[config.mk]
export PLATFORM = sky130hd
export DESIGN_NAME = ddr_sram_ctrl
export DESIGN_NICKNAME = d
export VERILOG_FILES = /design/src/rtl/ddr_sram_ctrl.sv
export SDC_FILE = /design/constraint.sdc
export NUM_CORES = 1
export LEC_CHECK = 0
export ABC_AREA = 1
export ABC_CLOCK_PERIOD_IN_PS = 2430
export BUFFER_PORTS_ARGS = -buffer_cell sky130_fd_sc_hd__buf_4
export CAP_MARGIN = 20
export CORE_AREA = 8 8 366 368
export CTS_CLUSTER_DIAMETER = 30
export DETAILED_ROUTE_END_ITERATION = 10
export DIE_AREA = 0 0 374 376
export SYNTH_ARGS = -nofsm -noshare
export SYNTH_HDL_FRONTEND = slang
export SYNTH_SLANG_ARGS = --single-unit
[constraint.sdc]
create_clock -name clock -period 2.43 [get_ports clock]
set_input_delay 0.486 -clock clock [delete_from_list [all_inputs] [get_ports clock]]
set_output_delay 0.486 -clock clock [all_outputs]
set_load 0.01 [all_outputs]
[src/rtl/ddr_sram_ctrl.sv]
// DDR request port to single-port 64-bit SRAM bridge: loads, masked stores, 8-beat bursts.
// Optional DDR_SRAM_CTRL_PERF_EN adds per-kind completion counters.
module ddr_sram_ctrl #(
  parameter int LATENCY = 4
) (
  input  logic         clock,
  input  logic         reset_n,
  input  logic         ddr_chip_enable,
  input  logic [18:0]  ddr_index,
  input  logic         ddr_write_enable,
  input  logic         ddr_burst_mode,
  input  logic [63:0]  ddr_opstore_write_mask,
  input  logic [63:0]  ddr_opstore_write_data,
  output logic [63:0]  ddr_opload_read_data,
  output logic [511:0] ddr_pc_read_inst,
  output logic         ddr_operation_done,
  output logic         ddr_ready,
  output logic         sram_en,
  output logic         sram_we,
  output logic [18:0]  sram_addr,
  output logic [63:0]  sram_wmask,
  output logic [63:0]  sram_wdata,
  input  logic [63:0]  sram_rdata
`ifdef DDR_SRAM_CTRL_PERF_EN
  ,
  output logic [31:0]  perf_load_cnt,
  output logic [31:0]  perf_store_cnt,
  output logic [31:0]  perf_burst_cnt
`endif
);

  typedef enum logic [2:0] {IDLE, WAIT, ACCESS, COLLECT, DONE} state_t;

  localparam bit         SKIP_WAIT = (LATENCY == 0);
  localparam logic [3:0] LAT_LAST  = SKIP_WAIT ? 4'd0 : 4'(LATENCY - 1);

  state_t        state, state_nxt;
  logic          accept;
  logic [18:0]   req_idx;
  logic          req_we, req_burst;
  logic [63:0]   req_mask, req_data;
  logic [3:0]    wcnt;
  logic [2:0]    beat;
  logic          rd_pend;
  logic [2:0]    rd_beat;
  logic [6:0][63:0] burst_buf;

  always_ff @(posedge clock or negedge reset_n) begin
    if (!reset_n) state <= IDLE;
    else          state <= state_nxt;
  end

  always_comb begin
    state_nxt          = state;
    accept             = 1'b0;
    ddr_ready          = 1'b0;
    ddr_operation_done = 1'b0;
    sram_en            = 1'b0;
    sram_we            = 1'b0;
    sram_addr          = '0;
    sram_wmask         = '0;
    sram_wdata         = '0;
    case (state)
      IDLE: begin
        ddr_ready = 1'b1;
        accept    = ddr_chip_enable;
        if (accept) state_nxt = SKIP_WAIT ? ACCESS : WAIT;
      end
      WAIT: if (wcnt == LAT_LAST) state_nxt = ACCESS;
      ACCESS: begin
        sram_en = 1'b1;
        if (req_we) begin
          sram_we    = 1'b1;
          sram_addr  = req_idx;
          sram_wmask = req_mask;
          sram_wdata = req_data;
          state_nxt  = DONE;
        end else if (req_burst) begin
          // beat counter wraps inside the aligned 8-word line
          sram_addr = {req_idx[18:3], beat};
          if (beat == 3'd7) state_nxt = COLLECT;
        end else begin
          sram_addr = req_idx;
          state_nxt = COLLECT;
        end
      end
      COLLECT: state_nxt = DONE;
      DONE: begin
        ddr_ready          = 1'b1;
        ddr_operation_done = 1'b1;
        accept             = ddr_chip_enable;
        state_nxt          = accept ? (SKIP_WAIT ? ACCESS : WAIT) : IDLE;
      end
      default: state_nxt = IDLE;
    endcase
  end

  always_ff @(posedge clock or negedge reset_n) begin
    if (!reset_n) begin
      req_idx              <= '0;
      req_we               <= 1'b0;
      req_burst            <= 1'b0;
      req_mask             <= '0;
      req_data             <= '0;
      wcnt                 <= '0;
      beat                 <= '0;
      rd_pend              <= 1'b0;
      rd_beat              <= '0;
      burst_buf            <= '0;
      ddr_opload_read_data <= '0;
      ddr_pc_read_inst     <= '0;
    end else begin
      rd_pend <= sram_en & ~sram_we;
      rd_beat <= beat;
      if (accept) begin
        req_idx   <= ddr_index;
        req_we    <= ddr_write_enable;
        req_burst <= ~ddr_write_enable & ddr_burst_mode;
        req_mask  <= ddr_opstore_write_mask;
        req_data  <= ddr_opstore_write_data;
        wcnt      <= '0;
        beat      <= '0;
      end
      if (state == WAIT) wcnt <= wcnt + 4'd1;
      if (state == ACCESS && req_burst) beat <= beat + 3'd1;
      // beats 0..6 are staged; beat 7 arrives in COLLECT and commits with the rest
      if (rd_pend && req_burst && rd_beat != 3'd7) burst_buf[rd_beat] <= sram_rdata;
      if (state == COLLECT) begin
        if (req_burst) ddr_pc_read_inst     <= {sram_rdata, burst_buf};
        else           ddr_opload_read_data <= sram_rdata;
      end
    end
  end

`ifdef DDR_SRAM_CTRL_PERF_EN
  always_ff @(posedge clock or negedge reset_n) begin
    if (!reset_n) begin
      perf_load_cnt  <= '0;
      perf_store_cnt <= '0;
      perf_burst_cnt <= '0;
    end else if (state == DONE) begin
      if (req_we)         perf_store_cnt <= perf_store_cnt + 32'd1;
      else if (req_burst) perf_burst_cnt <= perf_burst_cnt + 32'd1;
      else                perf_load_cnt  <= perf_load_cnt + 32'd1;
    end
  end
`endif

endmodule

==> results by group, run 1 <==
Status
  • Status: complete, but fails checks
  • Failing checks: negative setup slack

Logic synthesis
  • Post-Synthesis Cells: 4890
  • Dominant cells by area after synthesis: dfrtp_1 66%, nand2_1 17%, o21ai_0 5.2%, nand3_1 5.0%, buf_2 1.6%
  • Post-synth ARST share: 100%
  • Mapped Avg Cell Area: 9.24 µm²
  • Cell with the most instances after synthesis: nand2_1
  • Post-synth EDFFs: 0
  • Commonest cells in the netlist: 2035 x nand2_1, 1187 x dfrtp_1, 472 x o21ai_0, 454 x nand3_1, 182 x clkbuf_1
  • Post-Syn Area: 0.0452 mm²
  • Ys Warns: 0
  • Synth top area share: 65.7%
  • Register area share after synthesis: 65.7%
  • Top_reg_cell synth: dfrtp_1
  • Synth cell types: 24
  • Leading area contributor after synthesis: dfrtp_1
  • Yosys reg bits: 1187
  • Syn_nets: 5109

Clock tree
  • CTS tree: built
  • H-tree depth: 5
  • Clk sinks: 1187
  • Worst skew pair latency: 0.88 ns
  • Total clock buffers created by CTS: 280
  • Buffer depth of the longest clock path: 4
  • Clk root buf: clkbuf_16
  • Reg clk slew, reported paths: 0.05 ns

Run
  • Max_cap viols: 0

Setup path
  • Critical path class: reg -> out
  • Setup crit start kind: register
  • CP arrival: 2.09 ns
  • Max stage delay cell, worst path: dfrtp_4
  • CP max stage delay: 0.50 ns
  • Worst EP required: 1.94 ns
  • CP top delay family: buffers and inverters
  • CP Max Fanout: 9
  • CP Buf/Inv Count: 4
  • Worst-path cell chain: buf_12 -> buf_8 -> clkbuf_16 -> nand2_2 -> nor2_2 -> buf_4
  • Critical Path Sink Type: output port

STA
  • Clock period minus worst slack: 2.58 ns
  • Final hold vios: 0
  • Final setup margin: -0.149 ns
  • Maximum clock rate: 0.388 GHz
  • Slew margin rel.: 36.5%
  • Worst hold margin: 0.0773 ns
  • Clock skew: 0.0923 ns
  • RSZ-0062 raised after global routing: true
  • Tcrit/Tclk final: 106%
  • Setup Viol. Count Final: 149
  • Slew Viols, Final: 0
  • Worst-Margin Slew: 0.953 ns

Finish
  • Register area: 0.0297 mm²
  • Share of cells above drive strength 1: 26.7%
  • Nets: 6302
  • Design area: 0.0665 mm²
  • Area of the multi-input gates: 0.0141 mm²
  • FILL cells: 11500
  • Area delta synth->final: 47.1%

Global route
  • Global-route wire length before repair: 259000 µm
  • GRT overflow: 0
  • All-Layer GR Usage: 23.9%
  • Vias in the first global route: 40400
  • Largest net degree at the start of global routing: 158
  • Initial antenna violation count: 11

Placement
  • GP Congestion: 0.851
  • Hpwl dp: 113000 µm
  • Worst slack at placement: 0.386 ns
  • PortBufs: 942
  • Placed inst area: 0.0546 mm²

Power
  • Switching portion of total power: 33.3%
  • PD cells: 1440 mW/mm²
  • Maximum vdd drop: 0.000845 V
  • Comb pwr share: 27.6%
  • Net Sw Power: 31.9 mW
  • Total power: 95.7 mW
  • Clock power frac: 38.8%
  • Pleak: 33.6 nW
  • Int Power: 63.8 mW
  • Sequential share of power: 33.6%

Floorplanning
  • Starting density of the core: 35.2%
  • Core box area: 0.128 mm²
  • Row count: 132
  • DIE AREA: 0.141 mm²
  • Top Ports: 943
  • Die Y: 376 µm
  • Chip Width: 374 µm

Drt
  • Routed len/inst: 21.9 µm
  • Routed Antenna Nets: 0
  • Via count: 39700
  • Number of DRC markers in iteration 0: 3215
  • DRC viols: 0
  • Final WL: 174000 µm
  • Via-to-Cell Ratio: 4.99
  • Drt pass-1 iters: 5

Hold path
  • Min-delay worst type: in -> reg
cell families (layout without fill, tap and decap cells):
kind of cell	count (synthesis)	count (layout)	share of synthesized area (%)
fa+ha+maj	3	3	0.0831
buf+inv	438	1825	4.05
compound gates	608	608	6.75
simple gates	2652	2652	23.3
other cells	0	5	0
flops	1187	1187	65.7
xor+xnor	2	2	0.0388
worst paths after layout:
kind / depth (start not counted) / slack, ns / to / from
max in group asynchronous: 4 / 1.22 / burst_buf[198] / reset_n
min reg2reg: 0 / 0.42 / rd_beat[1] / beat[1]
max reg2reg: 7 / 0.26 / req_burst / state[1]
min: 3 / 0.08 / ddr_pc_read_inst[495] / sram_rdata[47]
max: 6 / -0.15 / sram_wmask[18] / req_we
min in group asynchronous: 2 / 0.12 / ddr_opload_read_data[28] / reset_n
worst min-delay path: stages:
cell and delay (ns):
buf_4 0.07, inv_1 0.17, o21ai_1 0.18
metrics by stage:
step / TNS [ns] / util, % / cells
4_1_cts: -23.59 / 51.6 / 7947
6_report: -14.68 / 51.8 / 7957
5_1_grt: -29.34 / 51.8 / 7957
3_5_place_dp: 0 / 42.6 / 7289
3_3_place_gp: 0 / 42.6 / 7289
2_1_floorplan: 0 / - / 4890
sequential cells by signal, indices dropped and copies added, names as in the netlist:
| signal | flops |
|---|---|
| ddr_pc_read_inst | 512 |
| burst_buf | 448 |
| ddr_opload_read_data | 64 |
| req_data | 64 |
| req_mask | 64 |
| req_idx | 19 |
| wcnt | 4 |
| beat | 3 |
| rd_beat | 3 |
| state | 3 |
| rd_pend | 1 |
| req_burst | 1 |
| req_we | 1 |
power by group through the flow:
stage               logic [mW]  clock network [mW]  registers, mW
floorplan                 9.74                   0           32.3
global placement          24.3                   0           32.1
detailed placement        24.7                   0           32.2
CTS                       26.3                37.6           32.0
global route              29.0                38.7           32.7
finish                    26.4                37.1           32.2
per-layer routing:
metal  GRT usage (%)  vias to the layer above  wire (µm)
li1                -                    18100          -
met1            29.7                    19600      69600
met2            37.9                     1671      81500
met3            7.39                      327      14300
met4            12.0                        2       8670
met5               0                        -         13
cell usage in the layout (no fill, tap or decap), types with 2 or more instances in the layout:
cell type	synthesis	layout
nor2_4	1	6
nand3_4	0	2
clkinvlp_4	0	23
clkbuf_1	182	25
o21ai_0	472	469
dfrtp_4	0	2
buf_16	0	9
nand3_1	454	452
inv_2	3	2
a21oi_2	0	2
clkinv_2	0	43
dfrtp_1	1187	1185
bufinv_16	0	31
buf_6	0	12
o22ai_1	4	4
inv_6	0	11
dlygate4sd3_1	0	155
nand2_1	2035	1972
nand2_4	0	17
o21ai_1	128	129
buf_12	0	58
o21ai_2	0	2
inv_4	0	3
inv_1	99	96
buf_8	0	5
nand2_2	1	46
clkinv_4	0	15
nand4_1	3	3
ha_1	3	3
nor2_2	2	46
buf_4	1	1005
nor2_1	154	105
clkbuf_16	0	289
clkbuf_8	0	42
diode_2	0	5
cell type report:
class / count / share of cell area (%)
Antenna cell: 5 / 0.0188
Clock buffer: 354 / 11.8
Clock inverter: 122 / 2.31
Inverter: 102 / 0.602
Multi-Input combinational cell: 3265 / 21.2
Sequential cell: 1187 / 44.7
Tap cell: 1675 / 3.15
Timing Repair Buffer: 1246 / 16.2
Timing Repair inverter: 1 / 0.00941
timing repair:
action                                  in CTS  in global routing
pin swaps                                   10                  2
cloned                                       9                  2
endpoints found under the hold margin      487                  0
hold buffers                               155                  0
buffers inserted                            19                  3
endpoints found under the setup margin     148                149
resized for setup                           98                 73
Power figures use the tool's default switching activity.
==> inputs of run 2 (changes only) <==
Settings changed: CTS_CLUSTER_SIZE set to 12, RECOVER_POWER set to 25.
==> results by group, run 2 (synthesis results as in run 1) <==
Status
  • Status: complete, but fails checks
  • Failing checks: max-capacitance violations, max-slew violations, negative setup slack

Setup path
  • CP Max Fanout: 9 (unchanged)
  • Critical path class: reg -> out
  • Critical Path Sink Type: output port
  • Setup crit start kind: register
  • R2R cell count: 7 (unchanged)
  • Critical R2R Launch: state[1]
  • Flop-to-flop setup slack: 0.25 ns (about the same)
  • Worst EP required: 1.94 ns (about the same)
  • Setup crit start: req_we
  • Worst reg2reg path endpoint: req_burst
  • CP arrival: 2.10 ns (about the same)

Floorplanning
  • Top Ports: 943 (unchanged)
  • Die Y: 376 µm (unchanged)
  • Starting density of the core: 35.2% (unchanged)
  • DIE AREA: 0.141 mm² (unchanged)
  • Chip Width: 374 µm (unchanged)
  • Row count: 132 (unchanged)
  • Core box area: 0.128 mm² (unchanged)

Global route
  • Global-route wire length before repair: 259000 µm (unchanged)
  • GRT overflow: 0 (unchanged)
  • All-Layer GR Usage: 23.9% (unchanged)
  • Vias in the first global route: 40400 (unchanged)
  • Largest net degree at the start of global routing: 158 (unchanged)
  • Initial antenna violation count: 11 (unchanged)

STA
  • Maximum clock rate: 0.387 GHz (-0.28%)
  • Slew Viols, Final: 17 (+17)
  • Clock period minus worst slack: 2.59 ns (+0.00724 ns)
  • Clock skew: 0.0914 ns (-0.000974 ns)
  • Final setup margin: -0.157 ns (-0.00724 ns)
  • RSZ-0062 raised after global routing: true
  • Setup Viol. Count Final: 151 (+1.3%)
  • Worst hold margin: 0.0746 ns (-0.00270 ns)
  • Worst-Margin Slew: 1.99 ns (+1.04 ns)
  • Final hold vios: 0 (unchanged)
  • Tcrit/Tclk final: 106% (+0.30 points)
  • Slew margin rel.: -32.6% (-69 points)

Finish
  • Most frequent cells in the layout: 1972 x nand2_1, 1185 x dfrtp_1, 994 x buf_4, 469 x o21ai_0, 452 x nand3_1
  • Largest Register: ddr_pc_read_inst
  • Max FFs per register: 512 (unchanged)
  • Non-Filler Instances: 7957 (unchanged)
  • Biggest regs: ddr_pc_read_inst (512), burst_buf (448)
  • Share of cells above drive strength 1: 26.5% (-0.16 points)
  • Most common cell after layout, fill and taps aside: nand2_1
  • Nets: 6302 (unchanged)
  • Area delta synth->final: 46.6%
  • Final design utilization: 51.6% (-0.19 points)

Run
  • Max_cap viols: 1 (+1)

Power
  • Sequential share of power: 33.6% (about the same)
  • Net Sw Power: 31.9 mW (about the same)
  • Clock power frac: 38.8% (about the same)
  • Int Power: 63.8 mW (about the same)
  • Maximum vdd drop: 0.000843 V (-0.21%)
  • Comb pwr share: 27.6% (about the same)
  • Switching portion of total power: 33.3% (about the same)
  • Pleak: 33.5 nW (-0.32%)
  • PD cells: 1440 mW/mm² (+0.32%)

Clock tree
  • Reg clk slew, reported paths: 0.05 ns (about the same)
  • Buffer depth of the longest clock path: 4 (unchanged)
  • Worst skew pair latency: 0.88 ns (about the same)
  • Total clock buffers created by CTS: 280 (unchanged)
  • Clk sinks: 1187 (unchanged)
  • H-tree depth: 5 (unchanged)
  • Clk root buf: clkbuf_16
  • CTS tree: built

Placement
  • Worst slack at placement: 0.386 ns (unchanged)
  • GP Congestion: 0.851 (unchanged)
  • Dpl cells: 7289 (unchanged)
  • PortBufs: 942 (unchanged)
  • Hpwl dp: 113000 µm (unchanged)

Drt
  • DRC viols: 0 (unchanged)
  • Drt pass-1 iters: 6 (+1)
  • Number of DRC markers in iteration 0: 3225 (+0.31%)
  • Via count: 39800 (+0.34%)
  • Via-to-Cell Ratio: 5.01 (+0.34%)
  • Final WL: 174000 µm (about the same)
  • Routed Antenna Nets: 0 (unchanged)
  • Routed len/inst: 21.9 µm (about the same)

Hold path
  • Hold wc startpoint: sram_rdata[0]
  • Min-delay worst type: in -> reg
  • Hold depth: 3 (unchanged)
  • Hold endpoint: ddr_pc_read_inst[448]
## run 2: changes by cell type in the layout (fill, tap and decap cells not counted), sizes merged
cell,previous run,this run
buf,1089,1066
clkbuf,356,379
## run 2: worst max-delay path by stage
stage                                        to  slack [ns]  depth (start not counted)
after floorplan                  sram_wmask[12]        0.61                          7
after global placement    ddr_pc_read_inst[371]        0.43                          7
after detailed placement  ddr_pc_read_inst[314]        0.39                          7
after CTS                        sram_wmask[26]       -0.19                          6
after global routing             sram_wmask[50]       -0.25                          5
final                            sram_wmask[18]       -0.16                          6
## run 2: cell type report
type | instances | area [µm²]
Fill cell | 11500 | 62100
Clock inverter | 122 | 1540
Tap cell | 1675 | 2100
Antenna cell | 5 | 12.5
Clock buffer | 354 | 7850
Multi-Input combinational cell | 3265 | 14100
Inverter | 102 | 400
Timing Repair inverter | 1 | 6.26
Sequential cell | 1187 | 29700
Timing Repair Buffer | 1246 | 10500
## run 2: critical path, stage by stage, from the launching register on
cell and delay [ns]:
dfrtp_4 0.50, buf_12 0.15, buf_8 0.13, clkbuf_16 0.18, nand2_2 0.09, nor2_2 0.06, buf_4 0.14
## run 2: timing repair
action	CTS	global route
setup buffers	19	3
endpoints found under the hold margin	487	0
hold buffers	155	0
endpoints found under the setup margin	148	149
resized for setup	98	73
pin swaps	10	2
gates cloned	9	2
## run 2: per-layer routing
metal | up-vias | share of wire, % | GRT usage (%)
met2 | 1753 | 47 | 37.9
met1 | 19600 | 40 | 29.7
met4 | 2 | 5.0 | 12.0
met5 | - | 0.0075 | 0
li1 | 18100 | - | -
met3 | 335 | 8.5 | 7.39
## run 2: power groups by stage
stage	combinational (mW)	sequential [mW]	clock, mW
finish	26.4	32.2	37.1
global route	28.9	32.7	38.7
CTS	26.3	32.0	37.6
detailed placement	24.7	32.2	0
global placement	24.3	32.1	0
floorplan	9.74	32.3	0
## run 2: per-stage QoR
| stage | TNS (ns) | area [µm²] | total power [mW] |
|---|---|---|---|
| 6_report | -14.49 | 66200 | 95.7 |
| 5_1_grt | -54.13 | 66200 | 100 |
| 3_3_place_gp | 0 | 54600 | 56.4 |
| 2_1_floorplan | 0 | 45200 | 42.0 |
| 3_5_place_dp | 0 | 54600 | 56.9 |
| 4_1_cts | -23.59 | 66200 | 96.0 |
